<file path="src/rtl/ifetch_unit.sv">
`default_nettype none
// +--------------------------------------------------------------------------+
// | Module   : ifetch_unit                                                   |
// | Purpose  : Single-outstanding instruction fetch unit. Requests one word  |
// |            at pc, waits for the response, holds it for the core until   |
// |            it is consumed, then selects the next PC or halts.           |
// | Ports    : clk, rst_n             - clock, async active-low reset        |
// |            imem_req/addr/gnt      - instruction memory request channel  |
// |            imem_rvalid/rdata      - instruction memory response channel |
// |            inst_valid/inst/pc/pc4 - instruction presented to the core   |
// |            inst_ready             - core consumes the held instruction  |
// |            npc_op/imm/alu_c/pc_en - next-PC controls from the decoder   |
// |            halted/fetch_err       - fetch stopped / stopped on misalign |
// |            instret                - consumed-instruction counter        |
// | Revision : 1.0 - initial release                                         |
// +--------------------------------------------------------------------------+
module ifetch_unit #(
   parameter logic [31:0] RESET_PC = 32'h0000_0000
) (
   input  logic        clk,
   input  logic        rst_n,
   output logic        imem_req,
   output logic [31:0] imem_addr,
   input  logic        imem_gnt,
   input  logic        imem_rvalid,
   input  logic [31:0] imem_rdata,
   output logic        inst_valid,
   output logic [31:0] inst,
   output logic [31:0] pc,
   output logic [31:0] pc4,
   input  logic        inst_ready,
   input  logic [1:0]  npc_op,
   input  logic [31:0] imm,
   input  logic [31:0] alu_c,
   input  logic        pc_en,
   output logic        halted,
   output logic        fetch_err,
   output logic [31:0] instret
);

   typedef enum logic [1:0] {
      S_FETCH = 2'd0,
      S_WAIT  = 2'd1,
      S_HOLD  = 2'd2,
      S_HALT  = 2'd3
   } state_t;

   localparam logic [1:0] NPC_PC4 = 2'b00;
   localparam logic [1:0] NPC_ADD = 2'b01;
   localparam logic [1:0] NPC_ALU = 2'b10;

   state_t      state_q;
   state_t      state_d;
   logic [31:0] pc_q;
   logic [31:0] inst_q;
   logic [31:0] instret_q;
   logic        fetch_err_q;
   logic [31:0] next_pc;
   logic        consume;
   logic        misaligned;
   logic        stop;

   // Next-PC selection; the reserved encoding falls back to sequential flow.
   always_comb begin
      next_pc = pc_q + 32'd4;
      case (npc_op)
         NPC_PC4: next_pc = pc_q + 32'd4;
         NPC_ADD: next_pc = pc_q + imm;
         NPC_ALU: next_pc = {alu_c[31:1], 1'b0};
         default: next_pc = pc_q + 32'd4;
      endcase
   end

   assign consume    = (state_q == S_HOLD) && inst_ready;
   assign misaligned = (next_pc[1:0] != 2'b00);
   // Halt either on an explicit halt instruction or on an unfetchable target.
   assign stop       = !pc_en || misaligned;

   always_ff @(posedge clk or negedge rst_n) begin
      if (!rst_n) begin
         state_q <= S_FETCH;
      end else begin
         state_q <= state_d;
      end
   end

   always_comb begin
      state_d    = state_q;
      imem_req   = 1'b0;
      inst_valid = 1'b0;
      case (state_q)
         S_FETCH: begin
            // Gate with rst_n so the request drops as soon as reset asserts.
            imem_req = rst_n;
            if (imem_gnt) begin
               state_d = S_WAIT;
            end
         end
         S_WAIT: begin
            if (imem_rvalid) begin
               state_d = S_HOLD;
            end
         end
         S_HOLD: begin
            inst_valid = 1'b1;
            if (inst_ready) begin
               state_d = stop ? S_HALT : S_FETCH;
            end
         end
         S_HALT: begin
            state_d = S_HALT;
         end
         default: begin
            state_d = S_FETCH;
         end
      endcase
   end

   always_ff @(posedge clk or negedge rst_n) begin
      if (!rst_n) begin
         pc_q        <= RESET_PC;
         inst_q      <= 32'd0;
         instret_q   <= 32'd0;
         fetch_err_q <= 1'b0;
      end else begin
         if ((state_q == S_WAIT) && imem_rvalid) begin
            inst_q <= imem_rdata;
         end
         if (consume) begin
            instret_q <= instret_q + 32'd1;
            if (pc_en && !misaligned) begin
               pc_q <= next_pc;
            end
            if (pc_en && misaligned) begin
               fetch_err_q <= 1'b1;
            end
         end
      end
   end

   assign imem_addr = pc_q;
   assign pc        = pc_q;
   assign pc4       = pc_q + 32'd4;
   assign inst      = inst_q;
   assign halted    = (state_q == S_HALT);
   assign fetch_err = fetch_err_q;
   assign instret   = instret_q;

endmodule
`default_nettype wire

</file>
<file path="config.mk">
export PLATFORM = sky130hd
export DESIGN_NAME = ifetch_unit
export DESIGN_NICKNAME = d
export VERILOG_FILES = /design/src/rtl/ifetch_unit.sv
export SDC_FILE = /design/constraint.sdc
export NUM_CORES = 1
export LEC_CHECK = 0
export CORE_MARGIN = 3
export CORE_UTILIZATION = 41
export DETAILED_ROUTE_END_ITERATION = 12
export GPL_ROUTABILITY_DRIVEN = 0
export PLACE_DENSITY = 0.82
export SLEW_MARGIN = 20
export SYNTH_ARGS = -nofsm -noshare
export SYNTH_HDL_FRONTEND = slang
export SYNTH_SLANG_ARGS = --single-unit
</file>
<file path="constraint.sdc">
create_clock -name clk -period 2.6 [get_ports clk]
set_clock_uncertainty 0.2 [all_clocks]
set_input_delay 0.26 -clock clk [delete_from_list [all_inputs] [get_ports clk]]
set_output_delay 0.26 -clock clk [all_outputs]
set_load 0.005 [all_outputs]
</file>
### Word-level counts from Yosys, hierarchy flattened

Index checks and enable logic that the tools add are counted.
Widths: inputs -> output; s select.

| cells by class | value |
|---|---|
| mux-type cells | 8 |
| reductions and logical operators | 12 |
| add/sub/neg operators | 3 |
| equal/unequal tests | 8 |

Operator list:

| operator | number |
|---|---|
| $pmux 32 s2 | 1 |
| $add 32x1->32 const B | 1 |
| $add 32x3->32 const B | 1 |
| $add 32x32->32 | 1 |
| $mux 2 | 4 |
| $pmux 2 s4 | 1 |
| $eq 2x2->1 const B | 3 |
| $ne 2x2->1 const B | 3 |
| $eq 2x1->1 const B | 2 |
| $logic_and 1x1->1 | 4 |
| $reduce_and 2->1 | 2 |
| $reduce_and 3->1 | 1 |
| $logic_not 1->1 | 2 |
| $logic_not 2->1 | 1 |
| $mux 1 | 2 |
| $reduce_bool 2->1 | 1 |
| $logic_or 1x1->1 | 1 |

| word-level totals | value |
|---|---|
| bits of input ports | 104 |
| output and inout bits | 164 |
| register bits after elaboration | 99 |
| word-level logic and storage cells | 36 |

### Depth between registers and ports, before layout

Gate-level depths: netlist of the first run.

| depth | value |
|---|---|
| depth after elaboration | 7 |
| gate-level depth with buffers | 13 |
| mapped depth without buffers | 10 |

### Worst setup path before layout of the first run

Ideal clock, no wire load.

| timing | value |
|---|---|
| kind | reg2reg |
| from | register pc_q[0], in the netlist imem_addr[0] |
| to | register pc_q[30], in the netlist imem_addr[30] |
| clock period less this slack | 2.913 ns |
| stages on the path, launching flop included | 11 |
| data required time | 2.276 ns |
| path buffers | 0 |
| arrival | 2.589 ns |
| library setup time | 0.124 ns |
| setup slack | -0.313 ns |
| cell sequence | dfrtp_1 ha_1 fa_1 a211o_1 a21oi_1 a21oi_1 a21oi_1 o31ai_1 a311oi_1 xor2_1 o21bai_1 |

| between the ends | value |
|---|---|
| cells in the longest elaborated chain, start to end | 6 |
| elaborated cells between the ends (all ways) | 7 |
| those cells by class | 2 x add/sub; 1 x mux; 4 x reduce/logical |

RTL lines:

| element | RTL line | text |
|---|---|---|
| from (decl) | 54 | `logic [31:0] pc_q;` |
| from (signal assigned) | 132 | `pc_q <= next_pc;` |
| $add 32x3->32 / $add 32x32->32 (equally long branches) | 67, 70, 68 |  |
| $pmux 32 s2 (*) | 66 | `case (npc_op)` |
| $reduce_bool 2->1 | 75 | `assign misaligned = (next_pc[1:0] != 2'b00);` |
| $logic_not 1->1 | 131 | `if (pc_en && !misaligned) begin` |
| $logic_and 1x1->1 | 131 |  |
| $reduce_and 2->1 (no source line) | - |  |

Mark *: on every way between the ends. The rest lies on a longest branch, timed or not.
A chain may end at the register's enable or synchronous reset.

### Worst setup path after layout of the first run

| timing | value |
|---|---|
| from | register pc_q[2], in the netlist imem_addr[2] |
| to | register pc_q[25], in the netlist imem_addr[25] |

| between the ends | value |
|---|---|
| cells in the longest elaborated chain, start to end | 2 |
| elaborated cells between the ends (all ways) | 3 |
| those cells by class | 2 x add/sub; 1 x mux |

RTL lines:

| element | RTL line |
|---|---|
| $add 32x3->32 / $add 32x32->32 (equally long branches) | 67, 70, 68 |
| $pmux 32 s2 (*) | 66 |

Marked as above.

==> results of run 1 <==
[final cells by class]
class / instances / area (µm²) / area share
clock buffers: 9 / 225 / 0.0168
clock inverters: 7 / 77.6 / 0.00579
multi-input cells: 594 / 5390 / 0.403
well taps: 225 / 282 / 0.0210
repair buffers: 543 / 4860 / 0.363
inverters: 17 / 63.8 / 0.00477
flip-flops and latches: 99 / 2490 / 0.186
[worst max-delay path by stage]
stage,end,slack (ns),cells after the start
finish,imem_addr[25]$_DFFE_PN0P_,-0.49,12
global route,imem_addr[25]$_DFFE_PN0P_,-0.60,12
global placement,imem_addr[30]$_DFFE_PN0P_,-0.56,11
floorplan,imem_addr[30]$_DFFE_PN0P_,-0.08,10
CTS,pc4[31],-0.24,7
detailed placement,imem_addr[29]$_DFFE_PN0P_,-0.62,11
[layout by cell type (no fill, tap or decap), types with 10 or more instances in the layout]
cell,n
a21o_1,19
a21oi_1,34
a21oi_2,11
and3_1,11
buf_2,19
buf_4,237
buf_6,35
clkbuf_16,10
clkdlybuf4s50_1,239
dfrtp_1,89
dfrtp_2,10
ha_1,18
ha_4,16
inv_1,17
mux2_2,34
nand2_1,49
nand3_1,31
nand4_1,10
nor2_1,41
o21ai_0,16
o21ai_1,10
xnor2_1,38
xnor2_2,14
xor2_1,28
[power groups by stage]
stage                     registers, mW  logic, mW  clock network (mW)
after floorplan                    2.16       1.20                   0
after global placement             2.12       3.11                   0
after detailed placement           2.13       3.18                   0
after CTS                          2.11       3.56                1.42
after global routing               2.17       4.28                1.49
final                              2.13       4.10                1.41
[critical path: cells and delay by family, from the launching register on]
kind / cells / cell delay [ns]
buf+inv: 3 / 0.50
fa+ha+maj: 1 / 0.30
simple gates: 2 / 0.46
xor+xnor: 1 / 0.12
compound gates: 5 / 0.93
flops: 1 / 0.45
[Yosys cell counts, drive strengths merged, types with 3 or more instances]
cell	instances	share of area
a211o	3	0.0036
a211oi	10	0.011
a21o	19	0.020
a21oi	52	0.039
a221o	7	0.0097
a221oi	14	0.017
a22o	4	0.0048
a22oi	8	0.0083
a31oi	10	0.011
and2	5	0.0043
and3	19	0.016
and4	7	0.0084
buf	46	0.047
clkbuf	28	0.015
dfrtp	99	0.34
ha	35	0.060
inv	17	0.0088
mux2	34	0.053
nand2	60	0.031
nand3	38	0.027
nand4	12	0.012
nor2	53	0.028
nor3	15	0.010
nor3b	4	0.0057
nor4	4	0.0084
o211ai	3	0.0031
o21a	6	0.0062
o21ai	36	0.026
o21bai	7	0.0072
o22ai	3	0.0026
o31ai	7	0.0086
or4	3	0.0036
xnor2	55	0.067
xor2	33	0.040
[per-stage QoR]
stage               std cells  total power [mW]
floorplan                 784              3.36
global route             1494              7.93
detailed placement       1401              5.31
finish                   1494              7.65
global placement         1401              5.23
CTS                      1470              7.08
[registers in the layout, indices dropped and copies added, names as in the netlist]
| register | cells |
|---|---|
| state_q | 2 |
| inst | 32 |
| fetch_err | 1 |
| instret | 32 |
| imem_addr | 32 |
[logic make-up (layout without fill, tap and decap cells)]
group,Yosys count,in the layout,synth area share
AND/OR/NAND/NOR,233,233,0.170
AO/OA/AOI/OAI,201,201,0.193
flip-flops,99,99,0.341
buffers and inverters,91,576,0.0701
XOR/XNOR,88,88,0.107
adder cells (fa/ha/maj),36,36,0.0631
multiplexers,36,36,0.0555
[layer usage]
metal	wire, µm	up-vias	GRT usage
met5	0	-	0
li1	-	3780	-
met4	2310	0	0.142
met2	15900	769	0.496
met1	12300	4283	0.367
met3	3570	226	0.0524
[timing repair]
action / 4_1_cts / 5_1_grt
gates cloned: 0 / 1
gates resized for setup: 185 / 130
endpoints found under the setup margin: 48 / 51
pin swaps: 72 / 72
endpoints found under the hold margin: 99 / 0
buffers inserted: 54 / 35
hold buffers: 1 / 0
==> out/summary.log, run 1 <==
[timing] Slew Limit Fails 0
[clock_tree] clock tree from TritonCTS built
[hold_path] Tightest Hold Check Type in -> async
[timing] hold slack final 0.0526 ns
[run_status] result of the run finished, violations left
[power] combinational share of power 0.537
[timing] Max-slew headroom 0.471
[clock_tree] depth of the CTS H-tree 3
[yosys] number of register bits inferred by synthesis 99
[final_layout] fillcell total 985
[die] effective utilization at floorplan 0.420
[place] post-place instance area 11,400 µm²
[routing] antenna-violating nets left 0
[yosys] Net Count, Synth 924
[timing] Final Hold Fails 0
[clock_tree] root buf cell clkbuf_16
[yosys] Synth warnings 0
[place] HPWL Detailed 20,600 µm
[critical_path] peak fanout along the critical path 4
[yosys] Mapped Avg Cell Area 9.26 µm²
[run_status] violations in the final reports negative setup slack
[critical_path] FF-to-FF setup slack -0.49 ns
[critical_path] most frequent cell on the critical path buf_4
[yosys] share of flip-flops with an asynchronous set or reset 1.00
[die] chip width 139 µm
[place] port buffer count 266
[routing] ratio of routed vias to standard cells 6.06
[power] total leakage power 5.94 nW
[grt] number of global-route vias before repair 8,673
[critical_path] R2R depth 12
[final_layout] post-synthesis to final-layout area growth 84.4%
[timing] Max Clk Rate 323 MHz
[timing] final clock period utilization by the worst path 1.19
[critical_path] Critical Path Sink Type flop
[yosys] sequential share of the synthesized area 0.341
[yosys] Post-Synthesis Cell Area 7260 µm²
[critical_path] signal arrival time at the worst endpoint 3.12 ns
[final_layout] final instance area 13,400 µm²
[yosys] flip-flop cell with the highest count after synthesis dfrtp_1
[power] share of total power in sequential cells 0.279
[timing] slack of the critical path -0.494 ns
[routing] drt first pass iters 5
[die] vertical die dimension 139 µm
[grt] number of antenna violations at the first check in global routing 0
[timing] final number of setup-violating endpoints 43
[job] max cap viols 0
[critical_path] capture point of the worst reg-to-reg path imem_addr[25]$_DFFE_PN0P_
[critical_path] ordered cell list for the critical path buf_4 -> ha_4 -> o21ai_4 -> nor4_4 -> nor4_4 -> buf_4 -> o21ai_4 -> a31oi_1 -> buf_4 -> o31ai_4 -> xnor2_1 -> o311ai_1
[critical_path] worst-path cell with the longest stage delay dfrtp_2
[final_layout] fraction of layout instances using a drive strength above 1 0.410
[yosys] gate count after technology mapping 784
[critical_path] maximum single-stage delay on the critical path 0.45 ns
[power] share of power burned in the clock network 0.184
[timing] Total Negative Setup Slacks -9.60 ns
[grt] gr ovfl total 0
[power] PwrDens 571 nW/µm²
[clock_tree] clock latency on the worst-skew pair 0.36 ns
[clock_tree] Sink Count 99
[timing] setup repair after global routing missed its margin yes
[yosys] Unique masters post-synth 77
[routing] wire length reported by the detailed router 34,100 µm
[yosys] number of synthesized flops with an enable pin 0
[power] switching power as a share of total power 0.356
[die] die footprint 19,300 µm²
[critical_path] worst setup path startpoint imem_addr[2]$_DFFE_PN0P_
[die] Placeable Area 17,300 µm²
[timing] slew of the pin with the lowest slew margin 0.794 ns
[routing] violation count after the first detailed-routing iteration 931
[power] internal power component 4.92 mW
[critical_path] worst setup path class reg -> reg
[die] Placement Rows 48
[routing] residual DRC count 0
[critical_path] critical path startpoint category flop
[routing] total via count in the routed design 9,058
[die] I/O pin cnt 268
[grt] largest net degree at the start of global routing 59
[place] Post-Place Setup Slack -0.619 ns
[timing] Final Critical Period 3.09 ns
[critical_path] Req. time, crit path 2.62 ns
[clock_tree] clock transition at the registers of the reported paths 0.08 ns
[grt] overall global routing resource usage 0.295
[final_layout] antenna cells 0
[clock_tree] clock buffer count from CTS 9
[final_layout] Final Core Density 0.774
[critical_path] launching point of the worst reg2reg path imem_addr[2]$_DFFE_PN0P_
[power] total net switching power 2.72 mW
[final_layout] Nets 1,404
[clock_tree] maximum clock path buffer count 2
[routing] average wire per cell in the routed design 22.8 µm
[power] peak ir drop on the vdd network 0.508 mV
[grt] wire length of the first global-routing pass 46,200 µm
(Power assumes the default switching activity.)
==> run 2: changes to the inputs <==
Settings changed: CORE_UTILIZATION 41 to 42, CTS_BUF_LIST set to sky130_fd_sc_hd__clkbuf_8, PLACE_DENSITY 0.82 to 0.83.
==> run 2 against run 1 <==
The flow still finishes with violations (negative setup slack). Worst hold slack improved by 0.025 ns. Die area shrank 2.3%. Global-route usage is 3.0 points higher. Sequential power hardly changed. Power decreased by 6.9%. Sequential share of layout area rose by 0.28 points. Routed wire length grew 5.7%. Setup slack improved by 0.029 ns. Maximum frequency increased by 0.93%. Count of clock-buffer cells in the layout stayed put. Critical path type unchanged. Largest power group unchanged. Highest routed layer unchanged.
==> out/summary.log, run 2 (same netlist as run 1, synthesis figures left out) <==
[routing] average wire per cell in the routed design 24.5 µm [was 22.8 µm]
[clock_tree] clock latency on the worst-skew pair 0.39 ns [was 0.36 ns]
[critical_path] number of buffers and inverters on the critical path 1 [was 3]
[critical_path] Largest delay share family, worst path simple AND/OR/NAND/NOR gates [was compound AO/OA/AOI/OAI gates]
[timing] hold slack final 0.0778 ns [was 0.0526 ns]
[routing] antenna-violating nets left 0 [unchanged]
[routing] wire length reported by the detailed router 36,100 µm [was 34,100 µm]
[grt] gr ovfl total 0 [unchanged]
[routing] ratio of routed vias to standard cells 6.25 [was 6.06]
[job] max cap viols 0 [unchanged]
[run_status] result of the run finished, violations left [unchanged]
[routing] violation count after the first detailed-routing iteration 1,115 [was 931]
[grt] number of antenna violations at the first check in global routing 1 [was 0]
[critical_path] ordered cell list for the critical path ha_1 -> a21oi_2 -> nor3_2 -> buf_4 -> nor4_4 -> nor3_2 -> or4b_1 -> a31oi_1 -> xnor2_1 -> a21o_1 [was buf_4 -> ha_4 -> o21ai_4 -> nor4_4 -> nor4_4 -> buf_4 -> o21ai_4 -> a31oi_1 -> buf_4 -> o31ai_4 -> xnor2_1 -> o311ai_1]
[critical_path] maximum single-stage delay on the critical path 0.56 ns [was 0.45 ns]
[place] post-place instance area 11,400 µm² [about the same]
[clock_tree] clock tree from TritonCTS built [unchanged]
[hold_path] Tightest Hold Check Type in -> async [unchanged]
[final_layout] fillcell total 944 [was 985]
[die] Placeable Area 16,800 µm² [was 17,300 µm²]
[timing] final clock period utilization by the worst path 1.18 [was 1.19]
[timing] Final Hold Fails 0 [unchanged]
[grt] overall global routing resource usage 0.325 [was 0.295]
[final_layout] most common cell after layout, fill and taps aside clkdlybuf4s50_1 [unchanged]
[timing] Max-slew headroom 0.587 [was 0.471]
[timing] slack of the critical path -0.465 ns [was -0.494 ns]
[grt] number of global-route vias before repair 9,019 [was 8,673]
[routing] drt first pass iters 6 [was 5]
[power] PwrDens 539 nW/µm² [was 571 nW/µm²]
[die] chip width 137 µm [was 139 µm]
[power] peak ir drop on the vdd network 0.460 mV [was 0.508 mV]
[clock_tree] clock buffer count from CTS 9 [unchanged]
[clock_tree] root buf cell clkbuf_8 [was clkbuf_16]
[critical_path] worst-path cell with the longest stage delay or4b_1 [was dfrtp_2]
[final_layout] Final Core Density 0.787 [was 0.774]
[critical_path] signal arrival time at the worst endpoint 3.15 ns [was 3.12 ns]
[final_layout] post-synthesis to final-layout area growth 81.7% [was 84.4%]
[critical_path] worst setup path class reg -> reg [unchanged]
[final_layout] highest-count cells in the layout ignoring fill and taps 240 x clkdlybuf4s50_1, 223 x buf_4, 89 x dfrtp_1, 48 x nand2_1, 43 x nor2_1 [was 239 x clkdlybuf4s50_1, 237 x buf_4, 89 x dfrtp_1, 49 x nand2_1, 41 x nor2_1]
[final_layout] Nets 1,388 [was 1,404]
[timing] Slew Limit Fails 0 [unchanged]
[timing] final number of setup-violating endpoints 46 [was 43]
[die] die footprint 18,900 µm² [was 19,300 µm²]
[critical_path] peak fanout along the critical path 4 [unchanged]
[grt] wire length of the first global-routing pass 47,800 µm [was 46,200 µm]
[clock_tree] depth of the CTS H-tree 3 [unchanged]
[die] I/O pin cnt 268 [unchanged]
[routing] residual DRC count 0 [unchanged]
[clock_tree] maximum clock path buffer count 2 [unchanged]
[grt] largest net degree at the start of global routing 48 [was 59]
[place] port buffer count 266 [unchanged]
[critical_path] Critical Path Sink Type flop [unchanged]
[timing] slew of the pin with the lowest slew margin 0.620 ns [was 0.794 ns]
[timing] setup repair after global routing missed its margin yes [unchanged]
[place] # placed instances 1,392 [was 1,401]
[place] HPWL Detailed 21,300 µm [was 20,600 µm]
[clock_tree] Sink Count 99 [unchanged]
[final_layout] final std cells w/o fill 1,474 [was 1,494]
[run_status] violations in the final reports negative setup slack [unchanged]
[final_layout] fraction of layout instances using a drive strength above 1 0.406 [was 0.410]
[routing] total via count in the routed design 9,206 [was 9,058]
[critical_path] most frequent cell on the critical path nor3_2 [was buf_4]
[die] vertical die dimension 137 µm [was 139 µm]
[timing] Max Clk Rate 326 MHz [was 323 MHz]
[clock_tree] clock transition at the registers of the reported paths 0.12 ns [was 0.08 ns]
[die] effective utilization at floorplan 0.433 [was 0.420]
[power] total leakage power 5.81 nW [was 5.94 nW]
[die] Placement Rows 47 [was 48]
[critical_path] critical path startpoint category flop [unchanged]
[critical_path] Req. time, crit path 2.69 ns [was 2.62 ns]
[timing] Final Critical Period 3.07 ns [was 3.09 ns]
[place] Post-Place Setup Slack -0.610 ns [was -0.619 ns]
[final_layout] final instance area 13,200 µm² [was 13,400 µm²]
run 2: cell count changes in the layout (fill, tap and decap cells not counted), moves of 4 or more:
cell             delta
buf_4              -14
buf_6              -10
clkbuf_16           -9
clkbuf_8            +9
nand3_2             +6
buf_12              +5
clkdlybuf4s15_2     +5
nand3_1             -5
nor2_4              -5
buf_2               -4
run 2: through the flow:
step                      setup TNS (ns)  total power, mW
after floorplan                   -0.285             3.36
final                             -11.57             7.12
after CTS                          -7.41             6.64
after global routing              -13.98             7.37
after global placement            -17.15             5.22
after detailed placement          -18.30             5.34
run 2: repair_timing:
action                                 in CTS  in global routing
setup endpoints to repair                  51                 55
pin swaps                                  95                 51
hold buffers                                1                  0
gates cloned                                3                  1
gates resized for setup                   214                 84
endpoints found under the hold margin      52                  0
setup buffers                              40                 23
run 2: final timing paths:
| path | startpoint | slack [ns] | end | cells after the start |
|---|---|---|---|---|
| worst max-delay path | imem_addr[4]$_DFFE_PN0P_ | -0.47 | imem_addr[29]$_DFFE_PN0P_ | 10 |
| worst min-delay path | rst_n | 0.08 | inst[9]$_DFFE_PN0P_ | 2 |
| worst max register to register | imem_addr[4]$_DFFE_PN0P_ | -0.47 | imem_addr[29]$_DFFE_PN0P_ | 10 |
| worst min register to register | instret[31]$_DFFE_PN0P_ | 0.29 | instret[31]$_DFFE_PN0P_ | 1 |
| max in group asynchronous | rst_n | 1.21 | imem_addr[4]$_DFFE_PN0P_ | 3 |
| min in group clk | imem_rdata[24] | 0.28 | inst[24]$_DFFE_PN0P_ | 2 |
run 2: power by group:
part | internal, mW | switching [mW]
Combinational | 2.25 | 1.76
Clock | 0.356 | 0.612
Sequential | 1.87 | 0.269
run 2: area by class of cell:
cell class	instances	area, µm²	share of cell area
flip-flops and latches	99	2490	0.189
diodes	1	2.50	0.000190
repair buffers	527	4850	0.367
clock buffers	9	124	0.00939
well taps	220	275	0.0209
clock inverters	7	52.6	0.00398
inverters	17	63.8	0.00484
multi-input cells	594	5340	0.405
run 2: metal layers:
layer / wire, µm / track usage / share of wire
met1: 12400 / 0.378 / 0.34
met2: 16300 / 0.533 / 0.45
met4: 2890 / 0.185 / 0.080
met3: 4430 / 0.0931 / 0.12
met5: 0 / 0 / 0
==> run 3: changes to the inputs <==
Settings changed: CORE_MARGIN 3 to 1.5.
==> run 3 against run 2 <==
The run still ends with negative setup slack left. Sequential power hardly changed. Largest power group unchanged. Sequential cell count stayed put. First-iteration DRC count is 31% higher. Critical path depth is 1 lower. Critical path type unchanged. Final area is 2.4% higher. Global-route usage is 3.6 points higher. Non-clock buffer count is 23 higher.
==> out/summary.log, run 3 (same netlist as run 1, synthesis figures left out) <==
[run_status] result of the run finished, violations left [unchanged]
[run_status] violations in the final reports negative setup slack [unchanged]
[power] peak ir drop on the vdd network 0.423 mV [was 0.460 mV]
[routing] wire length on met2 17,100 µm [was 16,300 µm]
[timing] Max-slew headroom 0.629 [was 0.587]
[die] I/O pin cnt 268 [unchanged]
[routing] top layer in use met5 [was met4]
[place] port buffer count 266 [unchanged]
[critical_path] number of buffers and inverters on the critical path 0 [was 1]
[grt] overall global routing resource usage 0.360 [was 0.325]
[power] total net switching power 2.83 mW [was 2.65 mW]
[critical_path] most frequent cell on the critical path a21oi_1 [was nor3_2]
[die] Placeable Area 16,800 µm² [unchanged]
[critical_path] capturing instance or port of the critical path imem_addr[30]$_DFFE_PN0P_ [was imem_addr[29]$_DFFE_PN0P_]
[place] HPWL Detailed 20,100 µm [was 21,300 µm]
[job] max cap viols 0 [unchanged]
[timing] Final Hold Fails 0 [unchanged]
[power] share of power burned in the clock network 0.139 [was 0.136]
[clock_tree] Sink Count 99 [unchanged]
[power] PwrDens 547 nW/µm² [was 539 nW/µm²]
[timing] final clock period utilization by the worst path 1.25 [was 1.18]
[routing] average wire per cell in the routed design 26.2 µm [was 24.5 µm]
[critical_path] Critical Path Sink Type flop [unchanged]
[die] effective utilization at floorplan 0.433 [unchanged]
[hold_path] Tightest Hold Check Type in -> reg [was in -> async]
[clock_tree] maximum clock path buffer count 2 [unchanged]
[final_layout] final instance area 13,500 µm² [was 13,200 µm²]
[power] sum of internal, switching and leakage power 7.38 mW [was 7.12 mW]
[grt] gr ovfl total 0 [unchanged]
[power] combinational share of power 0.571 [was 0.563]
[timing] setup repair after global routing missed its margin yes [unchanged]
[critical_path] ordered cell list for the critical path ha_1 -> a21oi_1 -> o21ai_0 -> a21oi_1 -> o221a_2 -> o31ai_4 -> a311oi_2 -> xor2_1 -> o21bai_1 [was ha_1 -> a21oi_2 -> nor3_2 -> buf_4 -> nor4_4 -> nor3_2 -> or4b_1 -> a31oi_1 -> xnor2_1 -> a21o_1]
[final_layout] highest-count cells in the layout ignoring fill and taps 239 x clkdlybuf4s50_1, 226 x buf_4, 89 x dfrtp_1, 53 x buf_6, 45 x nand2_1 [was 240 x clkdlybuf4s50_1, 223 x buf_4, 89 x dfrtp_1, 48 x nand2_1, 43 x nor2_1]
[die] Placement Rows 47 [unchanged]
[power] share of total power in sequential cells 0.290 [was 0.301]
[critical_path] FF-to-FF setup slack -0.65 ns [was -0.47 ns]
[clock_tree] depth of the CTS H-tree 3 [unchanged]
[routing] met1 routed wirelength after detailed routing 13,600 µm [was 12,400 µm]
[die] chip width 134 µm [was 137 µm]
[place] post-place instance area 11,400 µm² [about the same]
[timing] slew of the pin with the lowest slew margin 0.557 ns [was 0.620 ns]
[timing] slack of the critical path -0.653 ns [was -0.465 ns]
[final_layout] post-synthesis to final-layout area growth 86.1% [was 81.7%]
[timing] Max Clk Rate 307 MHz [was 326 MHz]
[critical_path] launching point of the worst reg2reg path imem_addr[17]$_DFFE_PN0P_ [was imem_addr[4]$_DFFE_PN0P_]
[critical_path] path length in cells of the critical path 9 [was 10]
[grt] wire length of the first global-routing pass 50,500 µm [was 47,800 µm]
[routing] ratio of routed vias to standard cells 6.47 [was 6.25]
[final_layout] fillcell total 894 [was 944]
[routing] total via count in the routed design 9,689 [was 9,206]
[place] # placed instances 1,390 [was 1,392]
[routing] routed wl met3 5060 µm [was 4430 µm]
[timing] hold slack final 0.269 ns [was 0.0778 ns]
[clock_tree] clock transition at the registers of the reported paths 0.11 ns [was 0.12 ns]
[clock_tree] clock latency on the worst-skew pair 0.41 ns [was 0.39 ns]
[critical_path] Req. time, crit path 2.69 ns [about the same]
[final_layout] final std cells w/o fill 1,498 [was 1,474]
[critical_path] worst setup path class reg -> reg [unchanged]
[timing] Total Negative Setup Slacks -17.01 ns [was -11.57 ns]
[clock_tree] root buf cell clkbuf_8 [unchanged]
[clock_tree] clock buffer count from CTS 9 [unchanged]
[critical_path] worst setup path startpoint imem_addr[17]$_DFFE_PN0P_ [was imem_addr[4]$_DFFE_PN0P_]
[grt] number of global-route vias before repair 9,365 [was 9,019]
[final_layout] most common cell after layout, fill and taps aside clkdlybuf4s50_1 [unchanged]
[critical_path] signal arrival time at the worst endpoint 3.34 ns [was 3.15 ns]
[critical_path] critical path startpoint category flop [unchanged]
[critical_path] worst-path cell with the longest stage delay dfrtp_1 [was or4b_1]
[routing] antenna-violating nets left 0 [unchanged]
[routing] violation count after the first detailed-routing iteration 1,460 [was 1,115]
[critical_path] capture point of the worst reg-to-reg path imem_addr[30]$_DFFE_PN0P_ [was imem_addr[29]$_DFFE_PN0P_]
[die] vertical die dimension 134 µm [was 137 µm]
[power] internal power component 4.55 mW [was 4.47 mW]
[final_layout] fraction of layout instances using a drive strength above 1 0.419 [was 0.406]
[power] total leakage power 6.00 nW [was 5.81 nW]
[clock_tree] clock tree from TritonCTS built [unchanged]
[critical_path] maximum single-stage delay on the critical path 0.49 ns [was 0.56 ns]
[power] switching power as a share of total power 0.384 [was 0.372]
[die] die footprint 18,100 µm² [was 18,900 µm²]
[routing] wire length reported by the detailed router 39,200 µm [was 36,100 µm]
[timing] Slew Limit Fails 0 [unchanged]
[timing] final number of setup-violating endpoints 53 [was 46]
[critical_path] Largest delay share family, worst path compound AO/OA/AOI/OAI gates [was simple AND/OR/NAND/NOR gates]
[timing] Final Critical Period 3.25 ns [was 3.07 ns]
[grt] largest net degree at the start of global routing 100 [was 48]
[routing] residual DRC count 0 [unchanged]
[routing] drt first pass iters 11 [was 6]
[grt] number of antenna violations at the first check in global routing 2 [was 1]
[critical_path] peak fanout along the critical path 5 [was 4]
[final_layout] Nets 1,411 [was 1,388]
[critical_path] R2R depth 9 [was 10]
run 3: cell types whose count changed in the layout (fill, tap and decap cells not counted), moves of 6 or more:
cell,before,now
nand3_2,8,1
buf_12,10,4
buf_6,25,53
buf_2,15,22
run 3: layout make-up:
cell class	count	area [µm²]	area share
clock buffers	9	124	0.00917
repair buffers	550	4950	0.366
diodes	2	5.00	0.000370
clock inverters	7	60.1	0.00445
flip-flops and latches	99	2490	0.184
multi-input cells	594	5540	0.410
inverters	17	63.8	0.00472
well taps	220	275	0.0204
run 3: metrics by stage:
stage | setup WS (ns) | utilization
after CTS | -0.370 | 0.762
after detailed placement | -0.610 | 0.680
after global placement | -0.508 | 0.680
after global routing | -0.672 | 0.806
final | -0.653 | 0.806
after floorplan | -0.0818 | -
run 3: how the worst min path moves through the flow:
stage	to	slack [ns]	startpoint	cells after the start
3_5_place_dp	inst[5]$_DFFE_PN0P_	0.21	rst_n	2
6_report	inst[11]$_DFFE_PN0P_	0.27	imem_rdata[11]	2
3_3_place_gp	inst[31]$_DFFE_PN0P_	0.20	rst_n	2
2_1_floorplan	fetch_err$_DFFE_PN0P_	-0.24	rst_n	0
5_1_grt	inst[15]$_DFFE_PN0P_	0.25	imem_rdata[15]	2
4_1_cts	inst[18]$_DFFE_PN0P_	0.26	imem_rdata[18]	2
run 3: repair_timing:
action / in CTS / in global routing
cloned: 1 / 0
pin swaps: 90 / 90
setup endpoints to repair: 53 / 55
buffers inserted: 63 / 42
hold buffers: 1 / 0
hold endpoints to repair: 99 / 0
gates resized for setup: 246 / 115
run 3: power groups by stage:
stage / Clock, mW / Sequential, mW / Combinational [mW]
floorplan: 0 / 2.16 / 1.20
global placement: 0 / 2.10 / 3.02
detailed placement: 0 / 2.13 / 3.10
CTS: 1.01 / 2.10 / 3.49
global route: 1.09 / 2.17 / 4.34
finish: 1.03 / 2.14 / 4.22
run 3: metal layers:
layer,up-vias,GRT usage
met3,376,0.103
met4,2,0.254
met5,-,0
met2,1026,0.589
li1,3799,-
met1,4486,0.405
